==> src/rtl/vga_timing_ctrl.sv <==
// VGA/HDMI raster timing generator.
// Produces x/y counters with sync, display-enable and line/frame pulses.
// Every output is registered, and each cycle's outputs describe the same pixel.
// When en is dropped, the current frame still completes before the generator stops.
module vga_timing_ctrl #(
    parameter int unsigned H_ACTIVE = 1280,
    parameter int unsigned H_FRONT  = 110,
    parameter int unsigned H_SYNC   = 40,
    parameter int unsigned H_BACK   = 220,
    parameter int unsigned V_ACTIVE = 720,
    parameter int unsigned V_FRONT  = 5,
    parameter int unsigned V_SYNC   = 5,
    parameter int unsigned V_BACK   = 20,
    parameter bit          SYNC_POL = 1'b1
) (
    input  logic        clk,
    input  logic        rst,
    input  logic        en,
    output logic        running,
    output logic        hsync,
    output logic        vsync,
    output logic        de,
    output logic [11:0] x,
    output logic [11:0] y,
    output logic        line_end,
    output logic        frame_start
);

    localparam int unsigned H_TOTAL = H_ACTIVE + H_FRONT + H_SYNC + H_BACK;
    localparam int unsigned V_TOTAL = V_ACTIVE + V_FRONT + V_SYNC + V_BACK;

    if (H_TOTAL > 4095 || V_TOTAL > 4095) begin : g_bad_totals
        $error("vga_timing_ctrl: H_TOTAL and V_TOTAL must not exceed 4095");
    end

    localparam logic [11:0] H_LAST = 12'(H_TOTAL - 1);
    localparam logic [11:0] H_FP   = 12'(H_ACTIVE);
    localparam logic [11:0] H_SP   = 12'(H_ACTIVE + H_FRONT);
    localparam logic [11:0] H_BP   = 12'(H_ACTIVE + H_FRONT + H_SYNC);
    localparam logic [11:0] V_LAST = 12'(V_TOTAL - 1);
    localparam logic [11:0] V_FP   = 12'(V_ACTIVE);
    localparam logic [11:0] V_SP   = 12'(V_ACTIVE + V_FRONT);
    localparam logic [11:0] V_BP   = 12'(V_ACTIVE + V_FRONT + V_SYNC);

    typedef enum logic [1:0] {IDLE, RUN, DRAIN} state_t;
    typedef enum logic [1:0] {PH_ACT, PH_FRONT, PH_SYNC, PH_BACK} phase_t;

    state_t      state, state_n;
    phase_t      hph, hph_n, vph, vph_n;
    logic [11:0] nx, ny;
    logic        last_x, last_frame;

    // Next state, next position and next phase for the pixel presented after this edge.
    always_comb begin
        last_x     = (x == H_LAST);
        last_frame = last_x && (y == V_LAST);

        state_n = state;
        unique case (state)
            IDLE:      if (en) state_n = RUN;
            // At the last clock of a frame, en alone decides whether another frame follows.
            RUN, DRAIN: begin
                if (last_frame) state_n = en ? RUN : IDLE;
                else            state_n = en ? RUN : DRAIN;
            end
            default:   state_n = IDLE;
        endcase

        nx    = last_x ? '0 : x + 12'd1;
        ny    = last_x ? ((y == V_LAST) ? '0 : y + 12'd1) : y;
        hph_n = hph;
        vph_n = vph;

        if (state == IDLE) begin
            nx    = '0;
            ny    = '0;
            hph_n = PH_ACT;
            vph_n = PH_ACT;
        end else begin
            if      (nx == H_BP) hph_n = PH_BACK;
            else if (nx == H_SP) hph_n = PH_SYNC;
            else if (nx == H_FP) hph_n = PH_FRONT;
            else if (nx == '0)   hph_n = PH_ACT;
            if (last_x) begin
                if      (ny == V_BP) vph_n = PH_BACK;
                else if (ny == V_SP) vph_n = PH_SYNC;
                else if (ny == V_FP) vph_n = PH_FRONT;
                else if (ny == '0)   vph_n = PH_ACT;
            end
        end
    end

    // Register the state, counters, phases and all outputs together so they stay aligned.
    always_ff @(posedge clk) begin
        if (rst || state_n == IDLE) begin
            state       <= IDLE;
            hph         <= PH_ACT;
            vph         <= PH_ACT;
            x           <= '0;
            y           <= '0;
            running     <= 1'b0;
            hsync       <= ~SYNC_POL;
            vsync       <= ~SYNC_POL;
            de          <= 1'b0;
            line_end    <= 1'b0;
            frame_start <= 1'b0;
        end else begin
            state       <= state_n;
            hph         <= hph_n;
            vph         <= vph_n;
            x           <= nx;
            y           <= ny;
            running     <= 1'b1;
            hsync       <= (hph_n == PH_SYNC) ? SYNC_POL : ~SYNC_POL;
            vsync       <= (vph_n == PH_SYNC) ? SYNC_POL : ~SYNC_POL;
            de          <= (hph_n == PH_ACT) && (vph_n == PH_ACT);
            line_end    <= (nx == H_LAST);
            frame_start <= (nx == '0) && (ny == '0);
        end
    end

endmodule

==> config.mk <==
export PLATFORM = sky130hd
export DESIGN_NAME = vga_timing_ctrl
export DESIGN_NICKNAME = d
export VERILOG_FILES = /design/src/rtl/vga_timing_ctrl.sv
export SDC_FILE = /design/constraint.sdc
export NUM_CORES = 1
export LEC_CHECK = 0
export BUFFER_PORTS_ARGS = -buffer_cell sky130_fd_sc_hd__buf_4
export CAP_MARGIN = 20
export CORE_MARGIN = 5
export CORE_UTILIZATION = 60
export DETAILED_ROUTE_END_ITERATION = 10
export PLACE_DENSITY_LB_ADDON = 0.1
export SYNTH_ARGS = -nofsm -noshare
export SYNTH_HDL_FRONTEND = slang
export SYNTH_SLANG_ARGS = --single-unit
==> constraint.sdc <==
create_clock -name clk -period 6.95 [get_ports clk]
set_input_delay 0.3475 -clock clk [delete_from_list [all_inputs] [get_ports clk]]
set_output_delay 0.3475 -clock clk [all_outputs]
set_load 0.005 [all_outputs]
==> impl_metrics.csv <==
group,metric,value,unit
logic_synthesis,yosysMostFrequentCell,"dfxtp_1",
worst_setup_path,r2r-start,"y[0]$_SDFF_PN0_",
final_layout,multi_input_area,0.00142,mm^2
die,io_pins,33,
worst_setup_path,regToRegSetupSlack,3.74,ns
logic_synthesis,yosysWarnings,0,
routing,vias_per_cell,6.13,
status,status,"finished, final reports clean",
sta,rsz0062_at_grt,"no",
grt,grt_pass1_vias,1954,
die,die_y,71.3,um
grt,grtUsageTotal,22.8,%
final_layout,fin_util,70.4,%
sta,whs,0.228,ns
worst_setup_path,crit_buf_inv,0,
sta,period_share,46.1,%
worst_hold_path,min_delay_worst_endpoint,"state[1]$_SDFF_PN0_",
sta,tns,0,ns
logic_synthesis,yosysTopAreaCell,"dfxtp_1",
routing,dr_wl_met3,310,um
sta,finalMaxSlewViolations,0,
final_layout,syn2layout_area_growth,14.2,%
sta,hold_viol_final,0,
logic_synthesis,async_flop_share,0,%
worst_setup_path,critPathLaunchType,"flop",
routing,wl,5700,um
clocking,clk_pin_slew,0.07,ns
worst_setup_path,worstRegToRegCells,9,
worst_setup_path,crit_required,7.14,ns
worst_setup_path,reg2reg_to,"hsync$_SDFF_PN0_",
routing,drtPass1Iterations,4,
routing,top_layer,"met4",
worst_setup_path,path_max_fanout,13,
place,placed_cell_area,0.00247,mm^2
clocking,post_cts_resized,0,
logic_synthesis,synth_commonest_cells,"dfxtp_1 (36), nor2_1 (32), nand2_1 (21)",
logic_synthesis,synth_top_area_share,31.9,%
clocking,cts_hold_buf,0,
worst_setup_path,cp_cell_sequence,"ha_1 > or4b_2 > or4_1 > o21ai_0 > a211oi_1 > o21bai_2 > or2_2 > a21oi_1 > and2_1",
worst_hold_path,worstHoldStart,"rst",
logic_synthesis,yosysSeqAreaShare,31.9,%
place,port_buffers,32,
clocking,cts_setup_buffers,0,
worst_setup_path,end_kind,"flop",
sta,finalClockSkew,0.00489,ns
clocking,cts_buffer_depth,2,
grt,antenna_found_initial,0,
logic_synthesis,synth_area,0.00226,mm^2
routing,drt-met1-wl,2400,um
worst_setup_path,max_stage_delay,0.58,ns
flow_run,max_cap_viol_count,0,
clocking,cts.sinks,36,
logic_synthesis,ys_seq_elements,36,
logic_synthesis,synth.distinct_cells,52,
logic_synthesis,synthTopCellsByArea,"dfxtp_1 (32%), xnor2_1 (6.2%), nor2_1 (5.3%)",
sta,setup_viol,0,
die,coreArea,0.00366,mm^2
final_layout,final_cells,344,
grt,grt_max_degree,14,
routing,dr_wl_met2,2830,um
sta,fmax,312,MHz
pwr,p_leak,0.882,nW
place,hpwlAfterDp,4270,um
die,die_w,71.3,um
routing,dr.first_iter.drc_count,160,
grt,grt_pass1_wl,9310,um
place,gp_congestion,0.920,
logic_synthesis,synth_edf_count,0,
die,placementRows,22,
routing,final_antenna_net_count,0,
worst_setup_path,slowest_stage,"dfxtp_1",
clocking,htreeDepth,2,
routing,via_count,2110,
clocking,cts_tree,"yes",
die,initial_core_util,61.7,%
clocking,clk_latency,0.29,ns
pwr,vdd.ir_drop.worst,132,uV
final_layout,drive_above_1_share,20.9,%
final_layout,n_antenna_cell,0,
logic_synthesis,syn-num-nets,281,
clocking,numCtsBuffers,5,
worst_setup_path,critPathKind,"reg -> reg",
sta,worst_pin_slew,0.664,ns
sta,maxSlewHeadroom,55.5,%
routing,post_drt_wl_per_cell,16.6,um
worst_setup_path,cp_top_family,"simple AND/OR/NAND/NOR gates",
final_layout,fin_nets,304,
worst_hold_path,min_path_type,"in -> reg",
final_layout,fill_cells,339,
grt,grt_overflow_total,0,
logic_synthesis,synth_cells,272,
die,dieArea,0.00509,mm^2
final_layout,final_area,0.00258,mm^2
pwr,p_per_area,171,mW/mm^2
logic_synthesis,synth.avg_cell_area,8.30,um^2
sta,period_minus_slack,3.21,ns
worst_hold_path,hold_path_depth,2,
logic_synthesis,synth_ff_type,"dfxtp_1",
final_layout,regArea,721,um^2
clocking,root_buffer,"clkbuf_8",
worst_setup_path,arrival,3.39,ns
place,place_inst,336,
routing,drc,0,
==> per-layer routing <==
| layer | vias to the layer above | track usage (%) |
|---|---|---|
| li1 | 1028 | - |
| met1 | 985 | 27.4 |
| met2 | 81 | 38.1 |
| met3 | 16 | 5.47 |
| met4 | 0 | 11.1 |
| met5 | - | 0 |
==> per-stage QoR <==
| stage | setup WS [ns] | power [mW] |
|---|---|---|
| CTS | 3.75 | 0.444 |
| finish | 3.74 | 0.441 |
| global placement | 3.85 | 0.263 |
| floorplan | 4.11 | 0.249 |
| detailed placement | 3.76 | 0.265 |
| global route | 3.53 | 0.462 |
==> flip-flops by register name (all words and copies together), names as in the netlist <==
name and cells:
y 12, running 1, de 1, frame_start 1, hsync 1, line_end 1
x 12, vph 2, hph 2, vsync 1, state 2
==> kinds of logic (layout without fill, tap and decap cells) <==
group | Yosys count | count (layout) | share of synthesized area, %
AO/OA/AOI/OAI | 41 | 41 | 14.3
XOR/XNOR | 22 | 22 | 8.54
adder cells (fa/ha/maj) | 6 | 6 | 3.33
buffers and inverters | 23 | 47 | 5.04
flip-flops | 36 | 36 | 31.9
AND/OR/NAND/NOR | 144 | 144 | 36.9
==> power by group <==
group	switching (mW)	internal [mW]	leakage, nW	total [mW]
Clock	0.0735	0.106	0.0552	0.180
Sequential	0.00394	0.212	0.291	0.216
Combinational	0.0269	0.0178	0.536	0.0446
Total	0.104	0.337	0.882	0.441
==> worst max-delay path by stage <==
stage                     from  cells after the start                   to  slack, ns
6_report       y[0]$_SDFF_PN0_                      9     hsync$_SDFF_PN0_       3.74
5_1_grt        y[0]$_SDFF_PN0_                      9  line_end$_SDFF_PN0_       3.53
4_1_cts        y[0]$_SDFF_PN0_                      9     hsync$_SDFF_PN0_       3.75
3_5_place_dp   y[0]$_SDFF_PN0_                      9  line_end$_SDFF_PN0_       3.76
3_3_place_gp   y[0]$_SDFF_PN0_                      9     hsync$_SDFF_PN0_       3.85
2_1_floorplan  x[3]$_SDFF_PN0_                     10        de$_SDFF_PN0_       4.11
==> layout make-up <==
class,count,area share (%)
flip-flops and latches,36,28.0
clock inverters,2,1.36
repair buffers,32,9.32
inverters,7,1.02
clock buffers,6,2.82
multi-input cells,213,55.2
well taps,48,2.33
==> cells in the final DEF (no fill, tap or decap), types with 6 or more instances in the layout <==
master	instances
nand2_1	21
or3_1	7
buf_4	32
a21oi_1	9
ha_1	6
xnor2_1	16
or4_1	7
xor2_1	6
nor4_1	8
nand3_1	15
inv_1	7
nor2_1	32
o21ai_0	11
dfxtp_1	36
nand4_1	8
nor3_1	8
Note: power is estimated with default switching activity, not from simulation.
